**config.mk**
```make
export PLATFORM = sky130hd
export DESIGN_NAME = fetch_unit
export DESIGN_NICKNAME = d
export VERILOG_FILES = /design/src/rtl/fetch_unit.sv
export SDC_FILE = /design/constraint.sdc
export NUM_CORES = 1
export LEC_CHECK = 0
export CORE_UTILIZATION = 43
export DETAILED_ROUTE_END_ITERATION = 6
export PLACE_DENSITY = 0.78
export RECOVER_POWER = 100
export SYNTH_ARGS = -nofsm -noshare
export SYNTH_HDL_FRONTEND = slang
export SYNTH_SLANG_ARGS = --single-unit
```
**constraint.sdc**
```tcl
create_clock -name clk_i -period 3.2 [get_ports clk_i]
set_input_delay 0.8 -clock clk_i [delete_from_list [all_inputs] [get_ports clk_i]]
set_output_delay 0.8 -clock clk_i [all_outputs]
set_load 0.01 [all_outputs]
```
**src/rtl/fetch_unit.sv**
```systemverilog
// Instruction fetch stage: holds the PC, fetches over req/gnt/rvalid, computes next PC on retire.
// Define FETCH_MISALIGN_TRAP_EN to redirect misaligned targets to the trap vector and pulse trap_o.
module fetch_unit (
  input  logic        clk_i,
  input  logic        rst_i,
  output logic        imem_req_o,
  output logic [31:0] imem_addr_o,
  input  logic        imem_gnt_i,
  input  logic        imem_rvalid_i,
  input  logic [31:0] imem_rdata_i,
  input  logic        jal_i,
  input  logic        jalr_i,
  input  logic        branch_i,
  input  logic        branch_taken_i,
  input  logic [31:0] imm_i,
  input  logic [31:0] rs1_i,
  input  logic        retire_i,
  output logic [31:0] instr_o,
  output logic [6:0]  op_code_o,
  output logic [2:0]  funct3_o,
  output logic        fnc7_h20_o,
  output logic [31:0] pc_o,
  output logic [31:0] pc_plus4_o,
  output logic        instr_valid_o,
  output logic        trap_o
);

  // state | meaning
  // BOOT  | one idle cycle after reset release
  // REQ   | request held on imem until granted
  // WAIT  | granted, waiting for read data
  // VALID | instruction presented, waiting for retire
  localparam logic [1:0]  S_BOOT   = 2'd0;
  localparam logic [1:0]  S_REQ    = 2'd1;
  localparam logic [1:0]  S_WAIT   = 2'd2;
  localparam logic [1:0]  S_VALID  = 2'd3;
  localparam logic [31:0] RESET_PC = 32'h0000_0000;
  localparam logic [31:0] NOP      = 32'h0000_0013;

  logic [1:0]  state_q, state_d;
  logic [31:0] pc_q, pc_d;
  logic [31:0] instr_q, instr_d;
  logic        rvalid_q, rvalid_d;
  logic [31:0] rdata_q, rdata_d;
  logic [31:0] target;
  logic [31:0] pc_next;
  logic        retire_fire;

  assign retire_fire = (state_q == S_VALID) && retire_i;

  always_comb begin
    if (jalr_i)                        target = (rs1_i + imm_i) & ~32'h1;
    else if (jal_i)                    target = pc_q + imm_i;
    else if (branch_i && branch_taken_i) target = pc_q + imm_i;
    else                               target = pc_q + 32'd4;
  end

`ifdef FETCH_MISALIGN_TRAP_EN
  localparam logic [31:0] TRAP_VEC = 32'h0000_0100;
  logic misaligned;
  logic trap_q;

  assign misaligned = (target[1:0] != 2'b00);
  assign pc_next    = misaligned ? TRAP_VEC : target;
  assign trap_o     = trap_q;

  always_ff @(posedge clk_i or posedge rst_i) begin
    if (rst_i) trap_q <= 1'b0;
    else       trap_q <= retire_fire && misaligned;
  end
`else
  assign pc_next = target & ~32'h3;
  assign trap_o  = 1'b0;
`endif

  // Response is captured into a register first; it is only accepted while WAIT so
  // stray responses landing in BOOT/REQ (e.g. after a reset abort) are dropped.
  always_comb begin
    state_d  = state_q;
    pc_d     = pc_q;
    instr_d  = instr_q;
    rvalid_d = (state_q == S_WAIT) && imem_rvalid_i;
    rdata_d  = rdata_q;
    if ((state_q == S_WAIT) && imem_rvalid_i) rdata_d = imem_rdata_i;
    case (state_q)
      S_BOOT:  state_d = S_REQ;
      S_REQ:   if (imem_gnt_i) state_d = S_WAIT;
      S_WAIT: begin
        if (rvalid_q) begin
          instr_d = rdata_q;
          state_d = S_VALID;
        end
      end
      S_VALID: begin
        if (retire_i) begin
          pc_d    = pc_next;
          state_d = S_REQ;
        end
      end
      default: state_d = S_BOOT;
    endcase
  end

  always_ff @(posedge clk_i or posedge rst_i) begin
    if (rst_i) begin
      state_q  <= S_BOOT;
      pc_q     <= RESET_PC;
      instr_q  <= NOP;
      rvalid_q <= 1'b0;
      rdata_q  <= 32'h0;
    end else begin
      state_q  <= state_d;
      pc_q     <= pc_d;
      instr_q  <= instr_d;
      rvalid_q <= rvalid_d;
      rdata_q  <= rdata_d;
    end
  end

  assign imem_req_o    = (state_q == S_REQ);
  assign imem_addr_o   = pc_q;
  assign instr_o       = instr_q;
  assign op_code_o     = instr_q[6:0];
  assign funct3_o      = instr_q[14:12];
  assign fnc7_h20_o    = instr_q[30];
  assign pc_o          = pc_q;
  assign pc_plus4_o    = pc_q + 32'd4;
  assign instr_valid_o = (state_q == S_VALID);

endmodule

```
---- After elaboration in Yosys (flattened, before gate mapping) ----
Cells that the tools add are included.
cells by class
  divide/modulo/power cells ............... 0
  $lt $le $gt $ge ......................... 0
  shift operators ......................... 0
  multiply operators ...................... 0
  bitwise operators ....................... 0
  mux-type cells .......................... 7
  reductions and logical operators ........ 6
  $add $sub $neg .......................... 3
  equality and inequality tests ........... 6
operator list
  kind                                                   count
  2-to-1 mux 32 bit                                      3
  adder 32 bit                                           2
  adder 32 x 3 -> 32 bit, second input constant          1
  case mux 2 bit (4 select lines)                        1
  2-to-1 mux 2 bit                                       3
  == test 2 bit, second input constant                   2
  inequality test 2 bit, second input constant           2
  AND reduction 2 bit                                    2
  AND reduction 3 bit                                    1
  == test 2 x 1 -> 1 bit, second input constant          1
  logical AND 1 bit                                      2
  zero test 2 bit                                        1
  inequality test 2 x 1 -> 1 bit, second input constant  1
storage, ports and cells
  memories ................................ 0
  bits in registers ....................... 97
  bits in read-only memories .............. 0
  latch bits .............................. 0
  output and inout bits ................... 142
  logic and storage cells ................. 27
  bits of input ports ..................... 105
  memory bits (writable) .................. 0

---- Depth between registers and ports, before layout ----
Gate-level depths: netlist of the first run.
  word-level depth ........................ 4
  gate-level depth with buffers ........... 11
  gate-level depth less buffers ........... 11

---- Worst setup path before layout of the first run ----
OpenSTA, ideal clock, no wires.
  path kind ............................... input to register
  start point ............................. input imm_i[7]
  end point ............................... register pc_q[26] (netlist: imem_addr_o[26])
  required time ........................... 3,074 ps
  library setup time ...................... 126 ps
  path buffers ............................ 0
  data arrival time ....................... 2,889 ps
  stages .................................. 10
  slack ................................... 184 ps
  path through ............................ ha_1 and3_2 a22o_1 a311oi_2 o21bai_2 a21oi_4 o21ai_2 a21oi_2 xnor2_1 a311o_1
between the ends
  longest elaborated chain between the ends .. 4
  elaborated cells between the ends (all ways) .. 5
  those cells by class .................... 2 x add/sub; 3 x mux
ends and longest elaborated chain
  what                   line    source
  from (decl)            15      input logic [31:0] imm_i,
  adder 32 bit           53, 54
  2-to-1 mux 32 bit      54      else if (branch_i && branch_taken_i) target = pc_q + imm_i;
  2-to-1 mux 32 bit      53      else if (jal_i) target = pc_q + imm_i;
  2-to-1 mux 32 bit (*)  52      if (jalr_i) target = (rs1_i + imm_i) & ~32'h1;
  to (signal assigned)   113     pc_q <= pc_d;
  to (decl)              41      logic [31:0] pc_q, pc_d;
Mark *: on every way between the ends. The rest lies on a longest branch, timed or not.
A chain may end at the register's enable or synchronous reset.

---- Final worst setup path of the first run ----
  start point ............................. input rs1_i[3]
  end point ............................... register pc_q[26] (netlist: imem_addr_o[26])
between the ends
  longest elaborated chain between the ends .. 2
ends and longest elaborated chain
  what               line  source
  from (decl)        16    input logic [31:0] rs1_i,
  adder 32 bit       52
  2-to-1 mux 32 bit  52
Every way passes these cells.

==> results of run 1 <==
==> routing by layer <==
| metal | share of wire [%] | vias up | global-route usage (%) | wire (um) |
|---|---|---|---|---|
| li1 | - | 3942 | - | - |
| met1 | 41 | 3954 | 35.04 | 10970 |
| met2 | 47 | 448 | 45.62 | 12450 |
| met3 | 8.5 | 98 | 4.562 | 2283 |
| met4 | 3.9 | 0 | 12.52 | 1045 |
| met5 | 0 | - | 0 | 0 |
==> cells in the final DEF, fill, tap and decap left out, drive strengths merged, types with 15 or more instances in the layout <==
master and instances:
dlygate4sd2 17, nand2 74, nor2 58, a21o 18, o21ai 57, dfrtp 94, inv 24, xor2 27
clkdlybuf4s50 108, buf 200, dlymetal6s2s 15, ha 64, mux2 64, dlygate4sd3 99, a21oi 83, nand3 29
clkbuf 19, xnor2 51
==> what timing repair did <==
item | CTS | global route
setup endpoints to repair | 35 | 29
pin swaps | 18 | 33
setup buffers | 15 | 6
cloned | 0 | 0
resized for setup | 54 | 63
==> Yosys cell counts (all sizes together) (3+ instances only) <==
master	instances
o21bai	6
mux2i	3
o31ai	7
o21ai	57
mux2	64
a21o	18
o22ai	3
o221ai	4
nand4	12
o41ai	3
and2	6
a311oi	4
buf	55
a21oi	83
clkbuf	19
dfrtp	94
xor2	27
ha	64
a31oi	9
nand2b	5
nor2	58
a211oi	12
o21a	4
nand2	74
dfstp	3
nor2b	5
and3	9
nand3	29
or3	5
o211a	3
nor4	3
a22oi	5
o211ai	6
nor3	12
xnor2	51
inv	23
==> critical path, delay by kind of cell <==
kind	cells	cell delay (ns)
xor gates and xnor gates	1	0.08
buffers and inverters	2	0.54
adders and majority gates	1	0.18
AOI/OAI and AO/OA	8	1.79
==> power groups by stage <==
stage                     clock [W]  combinational (W)  sequential, W
after detailed placement          0            0.00662        0.00224
after global placement            0            0.00653        0.00220
final                       0.00115            0.00679        0.00222
after floorplan                   0            0.00327        0.00248
after CTS                   0.00117            0.00679        0.00223
after global routing        0.00123            0.00731        0.00230
==> stage by stage <==
| step | hold slack (ns) | setup TNS (ns) |
|---|---|---|
| 4_1_cts | 0.5050 | -0.4104 |
| 3_5_place_dp | 0.4891 | -10.24 |
| 5_1_grt | 0.5113 | -0.1421 |
| 6_report | 0.4994 | 0 |
| 2_1_floorplan | 0.4749 | 0 |
| 3_3_place_gp | 0.4779 | -8.506 |
==> final cells by class <==
type | count | area, um^2
diodes | 1 | 2.502
clock buffers | 10 | 239.0
clock inverters | 6 | 73.82
fillers | 1387 | 5537
inverters | 23 | 90.09
multi-input cells | 688 | 5339
flip-flops and latches | 97 | 2431
well taps | 229 | 286.5
repair buffers | 448 | 3965
==> logic make-up after synthesis <==
| group | Yosys count | share of synthesized area [%] |
|---|---|---|
| compound gates | 245 | 20.00 |
| simple gates | 226 | 13.44 |
| flops | 97 | 30.91 |
| buf+inv | 97 | 6.936 |
| xor+xnor | 78 | 8.686 |
| mux | 67 | 9.545 |
| fa+ha+maj | 65 | 10.44 |
| other cells | 1 | 0.04768 |
==> final timing paths <==
kind / from / to / slack, ns / depth (start not counted)
worst max-delay path: rs1_i[3] / imem_addr_o[26] / 0.03 / 12
worst min-delay path: instr_o[19] / instr_o[19] / 0.50 / 1
worst max register to register: imem_addr_o[2] / imem_addr_o[8] / 0.08 / 17
worst min register to register: instr_o[19] / instr_o[19] / 0.50 / 1
max in group asynchronous: rst_i / instr_o[10] / 0.90 / 3
min in group asynchronous: rst_i / rdata_q[23] / 1.44 / 3
==> state kept, by name (all words and copies together), names as in the netlist <==
register / flops
rdata_q: 32
state_q: 2
instr_o: 32
imem_addr_o: 30
rvalid_q: 1
==> flow_summary.toml, run 1 <==
[outcome]
status = "complete, but fails checks"
violations = "capacitance limit, slew limit"

[clock_network]
clockBufferDepth = 2
cts.sinks = 97
cts-root-buf = "clkbuf_16"
hold_buffers = 0
h-tree-depth = 3
cts_tree = "yes"
path_clk_slew_ns = 0.07
numCtsBuffers = 9
clkLatencyLatePin_ns = 0.35

[place]
port_buffers = 239
hpwl_um = 19980
gp_congestion = 0.9363
dp_cells = 1464
place_area_um2 = 11550
place_ws_ns = -0.6736

[sta]
slew_headroom_pct = -20.89
fin_crit_ns = 3.168
period_share_pct = 99.00
fmax_mhz = 315.7
setup_violations = 0
tightest_slew_ns = 1.813
rsz0062_at_grt = "true"
final_max_slew_viol_count = 33
fin_ws_ns = 0.03208
finalHoldViolations = 0
skew_ns = 0.01306

[die]
design.core.area_um2 = 17960
num_rows = 49
start_util_pct = 43.78
die_y_um = 137.2
io_pins = 247
dieArea_um2 = 18840
die_w_um = 137.2

[global_route]
overflow = 0
grt_pass1_vias = 8084
antenna_found_initial = 1
grt_usage_pct = 27.53
grt_pass1_wl_um = 40250
grt_max_degree = 98

[job]
cap_violations = 1

[detailed_routing]
drc = 0
vias = 8442
final_antenna_net_count = 0
dr.pass1.iters = 5
wl_um = 26750
wl_per_cell_um = 17.81
vias_per_cell = 5.621
drt_iter0_markers = 598

[synth]
synth_top_cell_by_area = "dfrtp_1"
syn-cell-area_um2 = 7865
yosys_warnings = 0
synth_edf_count = 0
synth.avg_cell_area_um2 = 8.978
synth_top_area_share_pct = 29.91
synth_cell_type_count = 68
ys_ff_latch = 97
synth_cells = 876
synth-async-reset-ratio_pct = 100.0
synth-main-ff-cell = "dfrtp_1"
yosys-top-cells-area = "dfrtp_1 30%, ha_1 10%, mux2_2 9.2%"
seq_area_frac_synth_pct = 30.91

[pwr]
total_leakage_power_nw = 5.848
pwr-share-comb_pct = 66.9
p_seq_share_pct = 21.8
swShare_pct = 40.75
p_int_w = 0.006019
switchingPower_w = 0.004139
vdd_ir_drop_max_mv = 0.4986
p_per_area_nw_per_um2 = 817.4
p_clk_share_pct = 11.3
p_total_w = 0.01016

[setup_path]
cp.required_ns = 3.43
critPathCaptureType = "flop"
path_class = "in -> reg"
slowest_delay_ns = 0.41
critical_path.cell_chain = "clkdlybuf4s50_1 -> ha_2 -> a21o_2 -> a22o_1 -> buf_6 -> a311oi_4 -> o21bai_4 -> a21oi_4 -> o21ai_2 -> a21oi_2 -> xnor2_1 -> a311o_1"
crit_fanout = 5
cp-start-kind = "input port"
slowest_stage = "clkdlybuf4s50_1"
crit_arrival_ns = 3.40

[finish]
final_cells = 1502
utilization_pct = 69.18
nets = 1437
layout-area-overhead-vs-synth_pct = 58.00
post-route-cell-area_um2 = 12430
drive_gt1_share_pct = 28.77

[worst_hold_path]
min_path_type = "reg -> reg"
Power figures use the tool's default switching activity.
==> run 2, diff against run 1 <==
==> constraint.sdc (replaced) <==
create_clock -name clk_i -period 2.7 [get_ports clk_i]
set_input_delay 0.675 -clock clk_i [delete_from_list [all_inputs] [get_ports clk_i]]
set_output_delay 0.675 -clock clk_i [all_outputs]
set_load 0.01 [all_outputs]
==> run 2 against run 1 <==
Effect of this change:
- clock skew fell by 0.0015 ns
- sequential power rose by 18%
- critical path type unchanged
- global-route usage rose by 4.2 points
- the run ends with DRC, setup timing left
- first-iteration DRC count rose by 35%
==> flow_summary.toml, run 2 (synthesis gave the netlist of run 1 again) <==
[finish]
layout_common_cells = "250 x buf_4, 94 x dfrtp_1, 90 x dlygate4sd3_1"
antenna_cells = 0
post-route-cell-area_um2 = 13770
drive_gt1_share_pct = 41.72
multi_input_area_um2 = 6165
regArea_um2 = 2431
layout-area-overhead-vs-synth_pct = 75.07
layout_commonest_cell = "buf_4"
n_fill_cell = 1147
utilization_pct = 76.65
nets = 1512

[setup_path]
crit_fanout = 3
reg2reg_setup_slack_ns = -0.38
critPathCaptureType = "flop"
cp-start-kind = "input port"
r2r-start = "imem_addr_o[11]"
rr_worst_depth = 15
crit_arrival_ns = 3.33
slowest_stage = "a21oi_2"
path_depth = 15
path_class = "in -> reg"
critical_path.cell_chain = "dlygate4sd2_1 -> ha_4 -> buf_4 -> nand4_1 -> a21oi_2 -> a21oi_1 -> buf_4 -> buf_6 -> o21ai_2 -> buf_4 -> xnor2_1 -> nand2_1 -> o21ai_1 -> o21ai_1 -> o21a_1"
slowest_delay_ns = 0.32
crit_buf_inv = 5
cpMostUsedCell = "buf_4"
crit_family = "compound AO/OA/AOI/OAI gates"
cp.required_ns = 2.92
r2r_end = "imem_addr_o[15]"

[sta]
setup_violations = 26
slew_headroom_pct = 8.553
rsz0062_at_grt = "true"
finalHoldViolations = 0
fin_ws_ns = -0.4130
skew_ns = 0.01152
fmax_mhz = 321.2
tightest_slew_ns = 1.369
final_max_slew_viol_count = 0
period_share_pct = 115.3
finalSetupTns_ns = -3.188
whs_ns = 0.5027
fin_crit_ns = 3.113

[die]
design.core.area_um2 = 17960
die_w_um = 137.2
start_util_pct = 43.78
io_pins = 247
num_rows = 49
die_y_um = 137.2
dieArea_um2 = 18840

[global_route]
grt_pass1_wl_um = 45750
antenna_found_initial = 0
grt_max_degree = 98
overflow = 0
grt_pass1_vias = 8928
grt_usage_pct = 31.77

[pwr]
p_int_w = 0.007779
vdd_ir_drop_max_mv = 0.5456
p_seq_share_pct = 19.5
p_per_area_nw_per_um2 = 980.1
p_clk_share_pct = 9.2
total_leakage_power_nw = 6.376
pwr-share-comb_pct = 71.4
swShare_pct = 42.36
switchingPower_w = 0.005716

[job]
cap_violations = 0

[clock_network]
path_clk_slew_ns = 0.07
cts-root-buf = "clkbuf_16"
cts.sinks = 97
cts_tree = "yes"
h-tree-depth = 3
clockBufferDepth = 2
numCtsBuffers = 9
clkLatencyLatePin_ns = 0.35
hold_buffers = 0

[place]
place_ws_ns = -0.9447
place_area_um2 = 12050
gp_congestion = 0.9803
hpwl_um = 21190
port_buffers = 239

[worst_hold_path]
min_path_type = "reg -> reg"
hold_depth = 1
hp-start = "instr_o[22]"
hold_end = "instr_o[22]"

[detailed_routing]
wl_um = 32520
dr.pass1.iters = 7
vias = 9278
drt_iter0_markers = 810
wl_per_cell_um = 20.63
vias_per_cell = 5.887
final_antenna_net_count = 0
drc = 1

[outcome]
status = "complete, but fails checks"
violations = "DRC, setup timing"
==> run 2: worst max path at each step <==
| stage | start | to | slack [ns] |
|---|---|---|---|
| finish | imm_i[9] | imem_addr_o[15] | -0.41 |
| global route | imm_i[9] | imem_addr_o[15] | -0.48 |
| CTS | imem_addr_o[11] | pc_plus4_o[29] | -0.07 |
| detailed placement | imm_i[6] | imem_addr_o[31] | -0.94 |
| global placement | imm_i[6] | imem_addr_o[31] | -0.78 |
| floorplan | imm_i[2] | imem_addr_o[18] | -0.02 |
==> run 2: area by class of cell <==
class / count / share of cell area (%)
flip-flops and latches: 97 / 17.66
repair buffers: 523 / 32.82
clock inverters: 6 / 0.3544
multi-input cells: 688 / 44.77
inverters: 23 / 0.6542
clock buffers: 10 / 1.663
well taps: 229 / 2.081
==> run 2: routing by layer <==
metal | global-route usage, % | vias up | part of all wire (%)
met5 | 0 | - | 0
met4 | 13.98 | 0 | 5.4
met3 | 6.071 | 168 | 10
met2 | 54.97 | 666 | 47
met1 | 38.19 | 4368 | 37
li1 | - | 4076 | -
==> run 2: worst register-to-register path, cell delays in order (launching register included) <==
cell and delay, ns:
dfrtp_1 0.38, buf_4 0.19, ha_4 0.29, buf_4 0.13
nand4_1 0.25, a21oi_2 0.32, a21oi_1 0.13, buf_4 0.17
buf_6 0.12, o21ai_2 0.15, buf_4 0.14, xnor2_1 0.14
nand2_1 0.12, o21ai_1 0.16, o21ai_1 0.10, o21a_1 0.16
==> run 2: power by group through the flow <==
stage | registers [W] | clock network, W | logic, W
5_1_grt | 0.00272 | 0.00133 | 0.0102
3_3_place_gp | 0.00257 | 0 | 0.00814
2_1_floorplan | 0.00294 | 0 | 0.00390
4_1_cts | 0.00263 | 0.00126 | 0.00879
6_report | 0.00263 | 0.00123 | 0.00963
3_5_place_dp | 0.00263 | 0 | 0.00826
==> run 2: repair_timing <==
| item | in CTS | in global routing |
|---|---|---|
| pin swaps | 62 | 76 |
| gates resized for setup | 252 | 153 |
| setup buffers | 23 | 23 |
| endpoints found under the setup margin | 46 | 44 |
==> run 2: metrics by stage <==
stage          total power (W)  cells
5_1_grt                0.01424   1576
3_3_place_gp           0.01071   1519
6_report               0.01349   1576
3_5_place_dp           0.01088   1519
4_1_cts                0.01269   1556
2_1_floorplan         0.006833    882
